==> config.mk <==
export PLATFORM = sky130hd
export DESIGN_NAME = countdown_timer
export DESIGN_NICKNAME = d
export VERILOG_FILES = /design/src/rtl/countdown_timer.sv
export SDC_FILE = /design/constraint.sdc
export NUM_CORES = 1
export LEC_CHECK = 0
export BUFFER_PORTS_ARGS = -buffer_cell sky130_fd_sc_hd__buf_2
export CAP_MARGIN = 15
export CORE_MARGIN = 2
export CORE_UTILIZATION = 47
export CTS_CLUSTER_SIZE = 8
export DETAILED_ROUTE_END_ITERATION = 16
export HOLD_SLACK_MARGIN = 0.1
export PLACE_DENSITY = 0.77
export SLEW_MARGIN = 20
export SYNTH_ARGS = -nofsm -noshare
export SYNTH_HDL_FRONTEND = slang
export SYNTH_SLANG_ARGS = --single-unit
==> constraint.sdc <==
create_clock -name clk -period 4.3 [get_ports clk]
set_clock_uncertainty 0.1 [all_clocks]
set_input_delay 0.215 -clock clk [delete_from_list [all_inputs] [get_ports clk]]
set_output_delay 0.215 -clock clk [all_outputs]
set_load 0.03 [all_outputs]
==> src/rtl/countdown_timer.sv <==
// countdown_timer: MMIO 32-bit down-counting timer with prescaler, reload, one-shot/periodic modes and sticky tc irq
module countdown_timer #(
    parameter int unsigned PRESCALE = 1
) (
    input  logic        clk,
    input  logic        rst,
    input  logic        sel,
    input  logic        we,
    input  logic [1:0]  addr,
    input  logic [31:0] wdata,
    output logic [31:0] rdata,
    output logic        irq
);
    typedef enum logic {IDLE, RUN} state_e;
    localparam logic [15:0] PRE_MAX = 16'(PRESCALE - 1);
    state_e      state_q, state_d;
    logic [31:0] load_q, load_d, value_q, value_d;
    logic [15:0] pre_q, pre_d;
    logic        periodic_q, periodic_d, irq_en_q, irq_en_d, tc_q, tc_d;
    logic        ctrl_wr, load_wr, value_wr, status_wr, start, tick, expire;
    always_ff @(posedge clk) begin
        if (rst) begin
            state_q    <= IDLE;
            load_q     <= '0;
            value_q    <= '0;
            pre_q      <= '0;
            periodic_q <= 1'b0;
            irq_en_q   <= 1'b0;
            tc_q       <= 1'b0;
        end else begin
            state_q    <= state_d;
            load_q     <= load_d;
            value_q    <= value_d;
            pre_q      <= pre_d;
            periodic_q <= periodic_d;
            irq_en_q   <= irq_en_d;
            tc_q       <= tc_d;
        end
    end
    always_comb begin
        ctrl_wr    = sel && we && addr == 2'd0;
        load_wr    = sel && we && addr == 2'd1;
        value_wr   = sel && we && addr == 2'd2;
        status_wr  = sel && we && addr == 2'd3;
        start      = ctrl_wr && wdata[0] && state_q == IDLE;
        tick       = state_q == RUN && pre_q == PRE_MAX;
        expire     = tick && value_q == '0;
        pre_d      = start ? '0 : state_q == RUN ? (tick ? '0 : pre_q + 16'd1) : pre_q;
        value_d    = value_wr ? wdata :
                     start ? load_q :
                     !tick ? value_q :
                     value_q != '0 ? value_q - 32'd1 :
                     periodic_q ? load_q : value_q;
        load_d     = load_wr ? wdata : load_q;
        periodic_d = ctrl_wr ? wdata[1] : periodic_q;
        irq_en_d   = ctrl_wr ? wdata[2] : irq_en_q;
        tc_d       = expire || (tc_q && !(status_wr && wdata[0]));
        state_d    = (expire && !periodic_q) ? IDLE :
                     ctrl_wr ? (wdata[0] ? RUN : IDLE) : state_q;
        rdata      = addr == 2'd0 ? {29'd0, irq_en_q, periodic_q, state_q == RUN} :
                     addr == 2'd1 ? load_q :
                     addr == 2'd2 ? value_q : {31'd0, tc_q};
    end
    assign irq = tc_q & irq_en_q;
endmodule

==> results.sh, run 1 <==
export IMPL_status="completed"
export IMPL_cp_end_kind="flop"
export IMPL_clkPwrFrac_pct=26.0
export IMPL_cts_made_buffers=9
export IMPL_postSynthCellCount=623
export IMPL_report_final_slew_viol_count=0
export IMPL_min_path_type="primary input to flop"
export IMPL_synthFlopType="dfxtp_1"
export IMPL_rsz0062_at_grt="no"
export IMPL_detail_route_antenna_nets=0
export IMPL_grt_pass1_wl_um=24200
export IMPL_cts_setup_buffers=0
export IMPL_fin_util_pct=56.8
export IMPL_ys_seq_area_share_pct=34.5
export IMPL_cts_sinks=84
export IMPL_power_frac_seq_pct=41.5
export IMPL_synth_edf_count=0
export IMPL_grt_start_max_net_pins=33
export IMPL_p_leak_nw=2.27
export IMPL_grt_usage_pct=26.6
export IMPL_crit_type="flop to flop"
export IMPL_synth_top_area_share_pct=34.5
export IMPL_post_route_cells_drive_above_1_share_pct=16.1
export IMPL_swShare_pct=36.2
export IMPL_first_pass_iters=8
export IMPL_final_setup_tns_ns=0
export IMPL_start_util_pct=47.9
export IMPL_crit_slowest_cell="or4_1"
export IMPL_setup_violations_final=0
export IMPL_ys_types=63
export IMPL_drc_errors=0
export IMPL_multi_input_area_um2=2950
export IMPL_total_power_mw=2.03
export IMPL_synthTopCellsByCount="nand2_1 (99), dfxtp_1 (84), a21oi_1 (57), nor2_1 (48), clkbuf_1 (38)"
export IMPL_worst_path_max_fanout=17
export IMPL_yosysMostFrequentCell="nand2_1"
export IMPL_tightest_slew_ns=1.16
export IMPL_fin_area_um2=5780
export IMPL_start_kind="flop"
export IMPL_grt_overflow=0
export IMPL_ir_worst_vdd_mv=0.199
export IMPL_portBuffers=70
export IMPL_grt_pass1_vias=5035
export IMPL_via_per_inst=6.21
export IMPL_synthArstFlopShare_pct=0
export IMPL_intPower_mw=1.30
export IMPL_n_fill_cell=957
export IMPL_cap_violations=0
export IMPL_num_vias=5214
export IMPL_clk_latency_ns=0.37
export IMPL_cp_slowest_stage_delay_ns=0.89
export IMPL_fp_row_count=37
export IMPL_synth_avg_cell_area_um2=7.82
export IMPL_hold_violations=0
export IMPL_worst_ep_arrival_time_ns=3.82
export IMPL_postPlaceCellArea_um2=5290
export IMPL_syn_nets=665
export IMPL_finalCritPeriodShare_pct=84.9
export IMPL_synthesis_area_um2=4870
export IMPL_power_density_nw_per_um2=352
export IMPL_final_instance_count_excl_fill=840
export IMPL_cp_required_ns=4.46
export IMPL_fp_dieH_um=106
export IMPL_p_comb_share_pct=32.5
export IMPL_diodes=0
export IMPL_dieArea_um2=11200
export IMPL_whs_ns=0.183
export IMPL_nets=742
export IMPL_layout_min_cycle_time_ns=3.65
export IMPL_pin_count=71
export IMPL_fmax_mhz=274
export IMPL_crit_chain="or4_4 -> or4b_1 -> or4_1 -> buf_4 -> a21oi_1 -> o21ai_0 -> a32o_1"
export IMPL_coreArea_um2=10200
export IMPL_yosys_area_top_type="dfxtp_1"
export IMPL_p_switching_uw=736
export IMPL_syn2layout_area_growth_pct=18.6
export IMPL_yosysWarningCount=0
export IMPL_die_w_um=106
export IMPL_antenna_found_initial=0
export IMPL_placed_cells=793
export IMPL_place_gp_congestion=0.945
export IMPL_clkTransAtPathRegs_ns=0.09
export IMPL_ys_ff_latch=84
export IMPL_first_iter_violations=461
export IMPL_cts_tree="done"
export IMPL_hpwlAfterDp_um=9910
export IMPL_finalWorstSetupSlack_ns=0.649
export IMPL_place_ws_ns=0.736
export IMPL_wl_per_cell_um=17.8
export IMPL_relSlewSlack_pct=21.9
export IMPL_regArea_um2=1680
export IMPL_drt_total_wl_um=14900
export IMPL_clk_path_buf_depth=2
export IMPL_synth_area_leaders="dfxtp_1 (34%), nand2_1 (7.6%), a21oi_1 (5.9%), a22o_1 (5.2%), nor2_1 (3.7%)"
export IMPL_htreeDepth=3
export IMPL_clock_root_buffer="clkbuf_8"
## cells by family (layout without fill, tap and decap cells)
kind of cell,count (synthesis),after routing,synth area share (%)
mux,10,10,2.31
buf+inv,57,138,5.08
xor+xnor,21,21,3.77
flops,84,84,34.5
simple gates,282,282,29.4
compound gates,165,165,23.9
fa+ha+maj,4,4,1.03
## what timing repair did
item	4_1_cts	5_1_grt
gates resized for setup	0	0
hold buffers	32	0
endpoints found under the hold margin	66	0
## routing by layer
metal	share of wire (%)	up-vias	wire length [µm]	GRT usage, %
met5	0	-	0	0
met4	2.0	0	299	9.21
met3	8.2	32	1220	7.17
met2	47	271	6970	43.5
met1	43	2455	6430	33.7
li1	-	2456	-	-
## worst max-delay path: cells and delay by family (launching register included)
kind            cells  cell delay, ns
buf+inv             1            0.32
flops               1            0.37
simple gates        3            2.19
compound gates      3            0.55
## sequential cells by signal, summed over array words and instances, names as in the netlist
name / count
periodic_q: 1
state_q: 1
pre_q: 16
irq_en_q: 1
tc_q: 1
load_q: 32
value_q: 32
## placed cells by master (no fill, tap or decap), drive strengths merged, types with 7 or more instances in the layout
cell,Yosys,layout
buf,13,85
nor2,49,49
a211oi,7,7
o21ai,14,14
a21oi,57,57
o211ai,11,11
dlygate4sd3,0,32
mux2i,9,9
a22o,29,29
dfxtp,84,84
nand3,22,22
clkbuf,38,14
or3,7,7
xor2,13,13
nand2,99,99
nand4,15,15
nor4,18,18
nor4b,7,7
xnor2,8,8
nor3,28,28
o31ai,8,8
## path summary, 6_finish.rpt
check | start | endpoint | slack (ns) | depth (start not counted)
worst min register to register | load_q[30] | load_q[30] | 0.38 | 2
worst min-delay path | we | tc_q | 0.18 | 4
worst max-delay path | value_q[14] | value_q[22] | 0.65 | 7
worst max register to register | value_q[14] | value_q[22] | 0.65 | 7
## power groups by stage
| stage | logic (mW) | clock network [mW] | registers, mW |
|---|---|---|---|
| finish | 0.661 | 0.529 | 0.844 |
| global route | 0.716 | 0.566 | 0.847 |
| CTS | 0.644 | 0.537 | 0.842 |
| detailed placement | 0.618 | 0 | 0.860 |
| global placement | 0.603 | 0 | 0.858 |
| floorplan | 0.493 | 0 | 0.845 |
## cell type report
cell class,instances,share of cell area (%)
multi-input combinational,482,51.1
sequential,84,29.1
timing repair buffer,117,13.5
tap,136,2.94
clock buffer,14,2.81
inverter,6,0.390
clock inverter,1,0.130
No activity file was read; power rests on OpenSTA's default activity.
==> run 2, diff against run 1 <==
--- a/config.mk
+++ b/config.mk
@@ -5,6 +5,7 @@
 export SDC_FILE = /design/constraint.sdc
 export NUM_CORES = 1
 export LEC_CHECK = 0
+export ABC_AREA = 1
 export BUFFER_PORTS_ARGS = -buffer_cell sky130_fd_sc_hd__buf_2
 export CAP_MARGIN = 15
 export CORE_MARGIN = 2
@@ -12,7 +13,7 @@
 export CTS_CLUSTER_SIZE = 8
 export DETAILED_ROUTE_END_ITERATION = 16
 export HOLD_SLACK_MARGIN = 0.1
-export PLACE_DENSITY = 0.77
+export PLACE_DENSITY = 0.79
 export SLEW_MARGIN = 20
 export SYNTH_ARGS = -nofsm -noshare
 export SYNTH_HDL_FRONTEND = slang
==> constraint.sdc (replaced) <==
create_clock -name clk -period 3.2 [get_ports clk]
set_clock_uncertainty 0.1 [all_clocks]
set_input_delay 0.16 -clock clk [delete_from_list [all_inputs] [get_ports clk]]
set_output_delay 0.16 -clock clk [all_outputs]
set_load 0.03 [all_outputs]
==> run 2 against run 1 <==
Area after synthesis is 8.5% higher. Sequential power is 36% higher. Power is 56% higher. Wire length is 4.6% lower. Non-clock buffer count is 6 lower. Final cell count is 25% higher. Die area is 8.1% higher. Fmax is 58% higher. Sequential share of layout area is 2.1 points lower. Via count is 5.9% higher. Setup slack better by 0.25 ns. Largest power group unchanged.
==> results.sh, run 2 <==
export IMPL_cts_made_buffers=9
export IMPL_diodes=0
export IMPL_start_util_pct=48.6
export IMPL_synthFlopType="dfxtp_1"
export IMPL_setup_violations_final=0
export IMPL_r2r_cells=11
export IMPL_num_vias=5523
export IMPL_ys_ff_latch=84
export IMPL_die_w_um=110
export IMPL_grt_usage_pct=24.3
export IMPL_ys_types=42
export IMPL_nets=943
export IMPL_p_leak_nw=2.86
export IMPL_cp_required_ns=3.37
export IMPL_fin_util_pct=57.2
export IMPL_fp_row_count=38
export IMPL_cap_violations=0
export IMPL_final_common_cell="nand2_1"
export IMPL_cp_end_kind="flop"
export IMPL_crit_type="flop to flop"
export IMPL_report_final_slew_viol_count=0
export IMPL_clk_path_buf_depth=2
export IMPL_dieArea_um2=12100
export IMPL_crit_chain="nor2_1 -> nand2_1 -> inv_1 -> nand3_1 -> nor2_4 -> nor2_4 -> nand3_1 -> nand3_1 -> nand3_1 -> nand2_1 -> inv_1"
export IMPL_first_iter_violations=473
export IMPL_yosysMostFrequentCell="nand2_1"
export IMPL_grt_start_max_net_pins=60
export IMPL_drt_total_wl_um=14200
export IMPL_htreeDepth=3
export IMPL_cts_sinks=84
export IMPL_clock_root_buffer="clkbuf_8"
export IMPL_min_path_type="primary input to flop"
export IMPL_finalCritPeriodShare_pct=72.0
export IMPL_via_per_inst=5.28
export IMPL_cts_tree="done"
export IMPL_path_depth=11
export IMPL_n_fill_cell=1095
export IMPL_multi_input_area_um2=2960
export IMPL_ys_seq_area_share_pct=31.8
export IMPL_synthArstFlopShare_pct=0
export IMPL_coreArea_um2=10900
export IMPL_cp_slowest_stage_delay_ns=0.59
export IMPL_place_gp_congestion=0.923
export IMPL_tightest_slew_ns=1.03
export IMPL_top_regs="load_q: 32 flops, value_q: 32 flops, pre_q: 16 flops"
export IMPL_status="completed"
export IMPL_cts_setup_buffers=0
export IMPL_crit_slowest_cell="nor2_4"
export IMPL_crit_family="simple AND/OR/NAND/NOR gates"
export IMPL_cp_common_cell="nand3_1"
export IMPL_syn_nets=859
export IMPL_yosysWarningCount=0
export IMPL_grt_pass1_wl_um=23500
export IMPL_layout_min_cycle_time_ns=2.30
export IMPL_synth_avg_cell_area_um2=6.47
export IMPL_yosys_area_top_type="dfxtp_1"
export IMPL_whs_ns=0.135
export IMPL_fp_dieH_um=110
export IMPL_worst_path_max_fanout=33
export IMPL_path_buf_inv=2
export IMPL_clkTransAtPathRegs_ns=0.09
export IMPL_final_setup_tns_ns=0
export IMPL_synth_edf_count=0
export IMPL_synthTopCellsByCount="nand2_1 (146), inv_1 (108), nor2_1 (101), dfxtp_1 (84), o21ai_0 (79)"
export IMPL_detail_route_antenna_nets=0
export IMPL_portBuffers=70
export IMPL_post_route_cells_drive_above_1_share_pct=15.6
export IMPL_antenna_found_initial=0
export IMPL_ir_worst_vdd_mv=0.270
export IMPL_synth_area_leaders="dfxtp_1 (32%), nand2_1 (10%), inv_1 (7.7%), o21ai_0 (7.5%), nor2_1 (7.2%)"
export IMPL_worst_ep_arrival_time_ns=2.48
export IMPL_grt_pass1_vias=5047
export IMPL_pin_count=71
export IMPL_syn2layout_area_growth_pct=17.7
export IMPL_holdPathStages=4
export IMPL_hpwlAfterDp_um=10100
export IMPL_final_cell_mix="nand2_1 (146), inv_1 (107), nor2_1 (101)"
export IMPL_fmax_mhz=434
export IMPL_grt_overflow=0
export IMPL_rsz0062_at_grt="no"
export IMPL_relSlewSlack_pct=31.1
export IMPL_synth_top_area_share_pct=31.8
export IMPL_hold_violations=0
export IMPL_drc_errors=0
export IMPL_clk_latency_ns=0.37
export IMPL_start_kind="flop"
export IMPL_first_pass_iters=5
export IMPL_power_density_nw_per_um2=509
export IMPL_regArea_um2=1680
export IMPL_wl_per_cell_um=13.6
export IMPL_synthesis_area_um2=5290
export IMPL_postSynthCellCount=817
## run 2: cell count changes after synthesis, sizes merged, moves of 9 or more
cell,delta
clkbuf,-18
nor2,+66
o21ai,+79
a21oi,+27
o22ai,+20
a22o,-29
nand3,+19
nand2,+60
mux2i,-9
inv,+106
nor3,-19
nor4,-18
## run 2: logic make-up after synthesis
logic type,after synthesis,synth area share (%)
xor+xnor,19,3.15
compound gates,221,23.5
flops,84,31.8
buf+inv,151,12.2
fa+ha+maj,4,0.947
simple gates,338,28.4
## run 2: metrics by stage
stage | instance area (µm²) | total power, mW | instances | setup slack, ns
4_1_cts | 6230 | 3.17 | 1046 | 0.893
3_3_place_gp | 5670 | 2.25 | 997 | 0.916
6_report | 6230 | 3.17 | 1046 | 0.895
3_5_place_dp | 5670 | 2.26 | 997 | 0.909
5_1_grt | 6230 | 3.37 | 1046 | 0.657
2_1_floorplan | 5290 | 2.05 | 817 | 1.48
## run 2: metal layers
layer	track usage, %	vias to the layer above	wire [µm]
met5	0	-	0
met3	4.12	21	917
met4	6.96	0	208
met2	39.3	181	6530
met1	33.2	2489	6580
li1	-	2832	-
## run 2: worst paths after layout
kind         startpoint          end  slack, ns
max          value_q[6]  value_q[25]       0.90
min             addr[1]         tc_q       0.13
max reg2reg  value_q[6]  value_q[25]       0.90
min reg2reg   load_q[4]    load_q[4]       0.38
## run 2: final cells by class
cell class / instances / share of cell area (%)
clock buffer: 11 / 2.27
clock inverter: 5 / 1.37
inverter: 113 / 6.85
multi-input combinational: 582 / 47.6
sequential: 84 / 27.0
tap: 140 / 2.81
timing repair buffer: 111 / 12.1
## run 2: worst min-delay path, stage by stage
cell and delay [ns]:
buf_2 0.12, inv_2 0.06, o41ai_1 0.08, a21oi_1 0.13
## run 2: timing repair
action	CTS	global route
hold endpoints to repair	58	0
resized for setup	0	0
hold buffers	33	0
setup endpoints to repair	0	0
## run 2: report_power, final
| part | total [mW] | internal, mW | switching (mW) |
|---|---|---|---|
| clock network | 0.882 | 0.464 | 0.417 |
| registers | 1.15 | 1.09 | 0.0512 |
| logic | 1.14 | 0.399 | 0.743 |
| total | 3.17 | 1.96 | 1.21 |
==> run 3, diff against run 2 <==
--- a/config.mk
+++ b/config.mk
@@ -13,7 +13,7 @@
 export CTS_CLUSTER_SIZE = 8
 export DETAILED_ROUTE_END_ITERATION = 16
 export HOLD_SLACK_MARGIN = 0.1
-export PLACE_DENSITY = 0.79
+export PLACE_DENSITY = 0.76
 export SLEW_MARGIN = 20
 export SYNTH_ARGS = -nofsm -noshare
 export SYNTH_HDL_FRONTEND = slang
==> constraint.sdc (replaced) <==
create_clock -name clk -period 2.2 [get_ports clk]
set_clock_uncertainty 0.1 [all_clocks]
set_input_delay 0.11 -clock clk [delete_from_list [all_inputs] [get_ports clk]]
set_output_delay 0.11 -clock clk [all_outputs]
set_load 0.03 [all_outputs]
==> run 3 against run 2 <==
Clock power rose by 19%. Count of clock-buffer cells in the layout is 2 higher. First-iteration DRC count decreased by 11%. Final cell count up 1.9%. Register-to-register slack worse by 0.72 ns. Setup slack worse by 0.72 ns. Sequential share of layout area shrank 0.63 points. Global-route usage grew 1.0 points. Critical path type is now primary input to output pin. Largest power group is now combinational cells. Highest routed layer unchanged.
==> results.sh, run 3 (synthesis gave the netlist of run 2 again) <==
export IMPL_status="completed"
export IMPL_fmax_mhz=493
export IMPL_start_util_pct=48.6
export IMPL_power_frac_seq_pct=37.0
export IMPL_fp_dieH_um=110
export IMPL_worst_path_max_fanout=33
export IMPL_crit_slowest_cell="dlygate4sd3_1"
export IMPL_fp_row_count=38
export IMPL_grt_usage_pct=25.3
export IMPL_power_density_nw_per_um2=705
export IMPL_path_buf_inv=5
export IMPL_first_pass_iters=5
export IMPL_worst_ep_arrival_time_ns=1.82
export IMPL_rsz0062_at_grt="no"
export IMPL_die_w_um=110
export IMPL_n_fill_cell=1045
export IMPL_start_kind="primary input"
export IMPL_min_path_type="primary input to flop"
export IMPL_clk_latency_ns=0.37
export IMPL_hold_violations=0
export IMPL_clock_root_buffer="clkbuf_8"
export IMPL_final_cell_mix="nand2_1 (145), inv_1 (107), nor2_1 (99)"
export IMPL_coreArea_um2=10900
export IMPL_tightest_slew_ns=0.556
export IMPL_layout_min_cycle_time_ns=2.03
export IMPL_cts_made_buffers=9
export IMPL_drc_errors=0
export IMPL_report_final_slew_viol_count=0
export IMPL_p_comb_share_pct=39.6
export IMPL_cts_tree="done"
export IMPL_swShare_pct=39.6
export IMPL_drt_total_wl_um=14900
export IMPL_crit_type="primary input to output pin"
export IMPL_portBuffers=70
export IMPL_post_route_cells_drive_above_1_share_pct=17.6
export IMPL_first_iter_violations=421
export IMPL_hpwlAfterDp_um=10600
export IMPL_crit_chain="dlygate4sd3_1 -> buf_2 -> inv_2 -> nand2_1 -> buf_4 -> o21ai_0 -> a21oi_1 -> o22ai_1 -> buf_2"
export IMPL_num_vias=5661
export IMPL_multi_input_area_um2=2990
export IMPL_relSlewSlack_pct=62.9
export IMPL_detail_route_antenna_nets=0
export IMPL_clkPwrFrac_pct=23.4
export IMPL_antenna_found_initial=0
export IMPL_pin_count=71
export IMPL_htreeDepth=3
export IMPL_grt_pass1_vias=5019
export IMPL_cp_slowest_stage_delay_ns=0.53
export IMPL_intPower_mw=2.71
export IMPL_via_per_inst=5.31
export IMPL_wl_per_cell_um=14.0
export IMPL_total_power_mw=4.49
export IMPL_p_switching_mw=1.78
export IMPL_finalCritPeriodShare_pct=92.3
export IMPL_clkTransAtPathRegs_ns=0.09
export IMPL_final_common_cell="nand2_1"
export IMPL_place_gp_congestion=0.958
export IMPL_setup_violations_final=0
export IMPL_diodes=0
export IMPL_cp_required_ns=1.99
export IMPL_grt_overflow=0
export IMPL_grt_start_max_net_pins=60
export IMPL_final_setup_tns_ns=0
export IMPL_p_leak_nw=2.94
export IMPL_cp_end_kind="output pin"
export IMPL_fin_util_pct=58.5
export IMPL_grt_pass1_wl_um=24200
export IMPL_crit_family="buffers and inverters"
export IMPL_cts_sinks=84
export IMPL_ir_worst_vdd_mv=0.417
export IMPL_nets=963
export IMPL_dieArea_um2=12100
export IMPL_clk_path_buf_depth=2
export IMPL_cp_common_cell="buf_2"
export IMPL_syn2layout_area_growth_pct=20.5
export IMPL_top_regs="load_q: 32 flops, value_q: 32 flops, pre_q: 16 flops"
export IMPL_cap_violations=0
export IMPL_regArea_um2=1680
run 3: routing by layer:
layer	global-route usage (%)	vias to the layer above	part of all wire (%)
met5	0	-	0
met4	9.58	0	2.6
met3	4.59	37	6.4
met2	40.5	184	45
met1	33.9	2565	46
li1	-	2875	-
run 3: repair_timing:
action,CTS,global route
buffers inserted,0,3
hold buffers,35,0
setup endpoints to repair,0,12
hold endpoints to repair,68,0
gates resized for setup,0,7
run 3: per-stage QoR:
step | worst slack, ns | cells | hold WS (ns) | cell area, µm²
final | 0.170 | 1066 | 0.175 | 6370
after global routing | 0.00800 | 1066 | 0.203 | 6370
after global placement | 0.115 | 1012 | 0.250 | 5790
after floorplan | 0.481 | 817 | 0.145 | 5290
after detailed placement | 0.132 | 1012 | 0.257 | 5790
after CTS | 0.0828 | 1063 | 0.166 | 6320
run 3: final cells by class:
cell class,instances,share of cell area (%)
clock buffer,13,2.49
tap,140,2.75
sequential,84,26.4
inverter,113,6.75
timing repair buffer,131,14.4
multi-input combinational,582,46.8
clock inverter,3,0.334
run 3: path summary, 6_finish.rpt:
| check | startpoint | endpoint | slack (ns) | cells after the start |
|---|---|---|---|---|
| hold reg to reg | load_q[6] | load_q[6] | 0.38 | 2 |
| setup reg to reg | value_q[20] | value_q[22] | 0.18 | 10 |
| hold / removal | we | periodic_q | 0.17 | 5 |
| setup / recovery | addr[0] | rdata[0] | 0.17 | 9 |
run 3: worst reg2reg max path, stage by stage, from the launching register on:
cell and delay [ns]:
dfxtp_1 0.38, nor2_1 0.20, nand2_1 0.07, nor2_1 0.20, nand2_1 0.13, nor2_4 0.11, nand3_2 0.07, nand2_2 0.13
clkinvlp_4 0.21, o21ai_0 0.25, a21oi_2 0.05
run 3: power groups by stage:
stage          clock (mW)  sequential (mW)  combinational, mW
2_1_floorplan           0             1.68               1.30
3_3_place_gp            0             1.69               1.65
3_5_place_dp            0             1.69               1.65
4_1_cts              1.07             1.66               1.71
5_1_grt              1.14             1.67               2.00
6_report             1.05             1.66               1.78
